==> src/rtl/tick_divider_multi.sv <==
// rtl/tick_divider_multi.sv - multi-channel tick divider with optional cascade
// Each channel divides qualified cycles by a run-time divisor and emits a tick and a 50% level.
module tick_divider_multi #(
  parameter int NUM_CH      = 4,
  parameter int WIDTH       = 16,
  parameter int DEFAULT_DIV = 10,
  parameter int CASCADE     = 1
) (
  input  logic                    clk,
  input  logic                    reset_n,
  input  logic                    clr,
  input  logic                    ce,
  input  logic [NUM_CH-1:0]       ch_en,
  input  logic [NUM_CH*WIDTH-1:0] div_in,
  input  logic [NUM_CH-1:0]       div_ld,
  output logic [NUM_CH-1:0]       tick,
  output logic [NUM_CH-1:0]       level
);

  localparam logic [WIDTH-1:0] DEF_DIV = WIDTH'(DEFAULT_DIV);
  localparam logic [WIDTH-1:0] ONE     = WIDTH'(1);

  logic [NUM_CH-1:0] qual;

  for (genvar i = 0; i < NUM_CH; i++) begin : g_ch
    logic [WIDTH-1:0] cnt_q, cnt_d;
    logic [WIDTH-1:0] div_act_q, div_act_d;
    logic [WIDTH-1:0] div_pend_q, div_pend_d;
    logic             pend_v_q, pend_v_d;
    logic             tick_q, tick_d;
    logic             level_q, level_d;
    logic [WIDTH-1:0] div_new;
    logic [WIDTH-1:0] next_div;
    logic             has_next;

    // Cascaded stages count the registered tick of the previous stage.
    if (CASCADE != 0 && i > 0) begin : g_casc
      assign qual[i] = g_ch[i-1].tick_q;
    end else begin : g_ce
      assign qual[i] = ce;
    end

    assign div_new  = div_in[i*WIDTH +: WIDTH];
    // A load in the same cycle as an apply point takes effect at that edge.
    assign has_next = div_ld[i] | pend_v_q;
    assign next_div = div_ld[i] ? div_new : div_pend_q;

    always_comb begin
      cnt_d      = cnt_q;
      div_act_d  = div_act_q;
      div_pend_d = div_ld[i] ? div_new : div_pend_q;
      pend_v_d   = pend_v_q | div_ld[i];
      tick_d     = 1'b0;
      level_d    = level_q;
      if (clr || !ch_en[i]) begin
        cnt_d   = '0;
        level_d = 1'b0;
        if (has_next) begin
          div_act_d = next_div;
          pend_v_d  = 1'b0;
        end
      end else if (div_act_q != '0 && qual[i]) begin
        if (cnt_q == div_act_q - ONE) begin
          cnt_d   = '0;
          tick_d  = 1'b1;
          level_d = ~level_q;
          if (has_next) begin
            div_act_d = next_div;
            pend_v_d  = 1'b0;
          end
        end else begin
          cnt_d = cnt_q + ONE;
        end
      end
    end

    always_ff @(posedge clk or negedge reset_n) begin
      if (!reset_n) begin
        cnt_q      <= '0;
        div_act_q  <= DEF_DIV;
        div_pend_q <= '0;
        pend_v_q   <= 1'b0;
        tick_q     <= 1'b0;
        level_q    <= 1'b0;
      end else begin
        cnt_q      <= cnt_d;
        div_act_q  <= div_act_d;
        div_pend_q <= div_pend_d;
        pend_v_q   <= pend_v_d;
        tick_q     <= tick_d;
        level_q    <= level_d;
      end
    end

    assign tick[i]  = tick_q;
    assign level[i] = level_q;
  end

endmodule

==> config.mk <==
export PLATFORM = sky130hd
export DESIGN_NAME = tick_divider_multi
export DESIGN_NICKNAME = d
export VERILOG_FILES = /design/src/rtl/tick_divider_multi.sv
export SDC_FILE = /design/constraint.sdc
export NUM_CORES = 1
export LEC_CHECK = 0
export ABC_AREA = 1
export BUFFER_PORTS_ARGS = -buffer_cell sky130_fd_sc_hd__clkbuf_2
export CORE_ASPECT_RATIO = 0.6
export CORE_MARGIN = 5
export CORE_UTILIZATION = 38
export DETAILED_ROUTE_END_ITERATION = 10
export PLACE_DENSITY = 0.68
export SYNTH_ARGS = -nofsm -noshare
export SYNTH_HDL_FRONTEND = slang
export SYNTH_SLANG_ARGS = --single-unit
==> constraint.sdc <==
create_clock -name clk -period 2.1 [get_ports clk]
set_input_delay 0.42 -clock clk [delete_from_list [all_inputs] [get_ports clk]]
set_output_delay 0.42 -clock clk [all_outputs]
set_load 0.01 [all_outputs]
==> impl_metrics.tcl <==
set metrics [dict create \
    grt_first_pass_wirelength_um 51900 \
    rsz_0062_raised_after_global_routing "true" \
    period_share_pct 112 \
    synth.yosys.warnings 0 \
    hold_viol_final 0 \
    most-common-layout-cells "523 x nand2_1, 194 x dfrtp_1, 118 x inv_1, 118 x nor2_1, 98 x buf_4" \
    synth.top_cells.by_area "dfrtp_1 42%, nand2_1 19%, xor2_1 5.7%" \
    numPortBuffers 83 \
    critical_path.cell_chain "inv_2 > ha_4 > xor2_1 > nand2_1 > nor2_1 > nand2_1 > nor2_1 > nand3_1 > nor2_1 > nand3_2 > nand2_8 > nand3_4 > nand2_2 > nand2_2" \
    finalHoldWorstSlack_ns 0.126 \
    critical_path.max_fanout 8 \
    initial_core_util_pct 38.6 \
    flip_flop_and_latch_count_after_synthesis 204 \
    initialDrtViolationCount 943 \
    detailedPlacementHpwl_um 22300 \
    ys_seq_area_share_pct 44.3 \
    height_of_the_die_um 145 \
    seq_area_um2 5120 \
    totalWireLength_um 32500 \
    route.detailed.drc 0 \
    cp-end-kind "register" \
    fmaxAchievable_mhz 425 \
    path_clk_slew_ns 0.06 \
    startpoint_type "register" \
    critical_path_s_slowest_cell "dfstp_2" \
    timing.final.crit_period_ns 2.35 \
    synthCells 1548 \
    drt-wirelength-per-cell_um 15.0 \
    synth_area_um2 11600 \
    maxCapViolations 0 \
    nNetsFinal 1834 \
    cts_root_buffer "clkbuf_16" \
    cts.sinks 204 \
    cts.path.max_buffers 3 \
    synth_top_area_share_pct 42.4 \
    die_width_um 235 \
    asyncSetResetFlopFracSynth_pct 100 \
    netlist-cell-type-count 40 \
    timing_worst_slew_pin_value_ns 0.537 \
    final.setup_skew_ns 0.0147 \
    path_common_cell "nor2_1" \
    timing.final.setup_violations 131 \
    worst_ep_required_time_ns 2.51 \
    syn_avg_cell_area_um2 7.47 \
    detail_route.first_pass.iterations 4 \
    rows 49 \
    insertedDiodeCount 0 \
    largest_net_degree_at_the_start_of_global_routing 49 \
    syn_to_final_growth_pct 31.9 \
    slew_headroom_pct 64.2 \
    yosysTopAreaCell "dfrtp_1" \
    layout_commonest_cell "nand2_1" \
    via_count_of_the_first_global_routing_pass 10000 \
    core_region_area_um2 30000 \
    static-leakage-power_nw 7.52 \
    irDropWorstVdd_v 0.000465 \
    design_power_total_w 0.0117 \
    powerDensity_nw_per_um2 767 \
    cts_htree_levels 1 \
    grt_usage_pct 17.9 \
    antenna_found_initial 0 \
    preCtsSetupSlack_ns -0.344 \
    drive_above_1_share_pct 27.2 \
    floorplan.die_area_um2 34100 \
    cts_inserted_buffers 22 \
    count_of_flip_flops_with_a_built_in_enable_after_synthesis 0 \
    tritoncts "yes" \
    outcome "finished, violations left" \
    route.detailed.vias_per_inst 4.93 \
    post_layout_worst_setup_margin_ns -0.250 \
    placer_s_final_routability_congestion_estimate 0.874 \
    num_io_pins 84 \
    worst-endpoint-arrival_ns 2.76 \
    slew_violations 0 \
    clk-insertion-delay-late_ns 0.52 \
    timing_worst_setup_path_type "reg -> reg" \
    ant_nets_after_route 0 \
    slowest_delay_ns 0.54 \
    route.vias.total 10700 \
    global_route.overflow_total 0 \
    multi_input_combinational_cell_area_um2 6510 \
    critPathBufInv 1 \
    critical-path-top-delay-family "simple AND/OR/NAND/NOR gates" \
    hold_path_class "in -> reg" \
    synth_nets 1632 \
    fill_cells 2747 \
    violated_checks "setup timing" \
    ys.flop_type "dfrtp_1" \
]
-- logic make-up after synthesis --
logic type,synth area share [%]
AND/OR/NAND/NOR,36.6
flip-flops,44.3
buffers and inverters,6.84
XOR/XNOR,8.04
AO/OA/AOI/OAI,3.40
adder cells (fa/ha/maj),0.866
-- cell usage after synthesis, types with 16 or more instances --
master    instances
nor3_1           20
o21ai_0          34
nor2_1          165
clkbuf_1         23
dfrtp_1         196
xor2_1           75
nand3_1          82
inv_1           128
nand2_1         588
a21oi_1          16
nand4_1          78
xnor2_1          26
-- power breakdown --
part           switching [W]  total (W)  internal (W)  leakage (nW)
Combinational        0.00176    0.00307       0.00131          4.54
Sequential          0.000312    0.00460       0.00429          2.62
Clock                0.00166    0.00402       0.00236         0.363
-- path summary, 6_finish.rpt --
path | startpoint | to | slack [ns] | cells after the start
setup / recovery | g_ch[3].div_act_q[1] | g_ch[3].div_act_q[15] | -0.25 | 14
hold / removal | div_in[50] | g_ch[3].div_pend_q[2] | 0.13 | 3
setup reg to reg | g_ch[3].div_act_q[1] | g_ch[3].div_act_q[15] | -0.25 | 14
hold reg to reg | g_ch[0].div_pend_q[9] | g_ch[0].div_pend_q[9] | 0.47 | 2
max in group asynchronous | reset_n | g_ch[1].div_act_q[3] | 1.00 | 3
min in group asynchronous | reset_n | g_ch[2].div_act_q[13] | 0.42 | 2
-- registers in the layout, summed over array words and instances (netlist names) --
signal / flops
g_ch.cnt_q: 64
g_ch.level_q: 4
g_ch.tick_q: 4
g_ch.div_act_q: 64
g_ch.div_pend_q: 64
g_ch.pend_v_q: 4
-- layout make-up --
class | instances | share of cell area (%)
flip-flops and latches | 204 | 33.6
repair buffers | 219 | 11.7
clock inverters | 9 | 0.665
inverters | 137 | 3.65
multi-input cells | 1163 | 42.7
well taps | 408 | 3.35
repair inverters | 3 | 0.197
clock buffers | 31 | 4.17
-- worst reg2reg max path: cells and delay by family, from the launching register on --
family / cells / cell delay (ns)
flip-flops: 1 / 0.54
XOR/XNOR: 1 / 0.13
buffers and inverters: 1 / 0.04
AND/OR/NAND/NOR: 11 / 1.27
adder cells (fa/ha/maj): 1 / 0.25
-- metal layers --
layer / part of all wire [%] / up-vias / global-route usage [%]
li1: - / 5342 / -
met1: 51 / 5065 / 28.8
met2: 41 / 276 / 25.1
met3: 6.1 / 31 / 3.45
met4: 1.4 / 0 / 2.98
met5: 0 / - / 0
-- metrics by stage --
| stage | instances | util (%) | instance area, um^2 | TNS (ns) |
|---|---|---|---|---|
| 2_1_floorplan | 1548 | - | 11600 | -0.126 |
| 3_3_place_gp | 2095 | 43.9 | 13200 | -16.57 |
| 3_5_place_dp | 2095 | 43.9 | 13200 | -20.29 |
| 4_1_cts | 2153 | 48.0 | 14400 | -8.80 |
| 5_1_grt | 2174 | 50.8 | 15200 | -34.67 |
| 6_report | 2174 | 50.8 | 15200 | -19.69 |
-- timing repair --
action                     in CTS  in global routing
hold endpoints to repair       40                  0
pin swaps                      46                 52
resized for setup              79                178
cloned                          8                  8
setup buffers                  10                 15
setup endpoints to repair     130                140
hold buffers                    1                  0
Power figures use the tool's default switching activity.
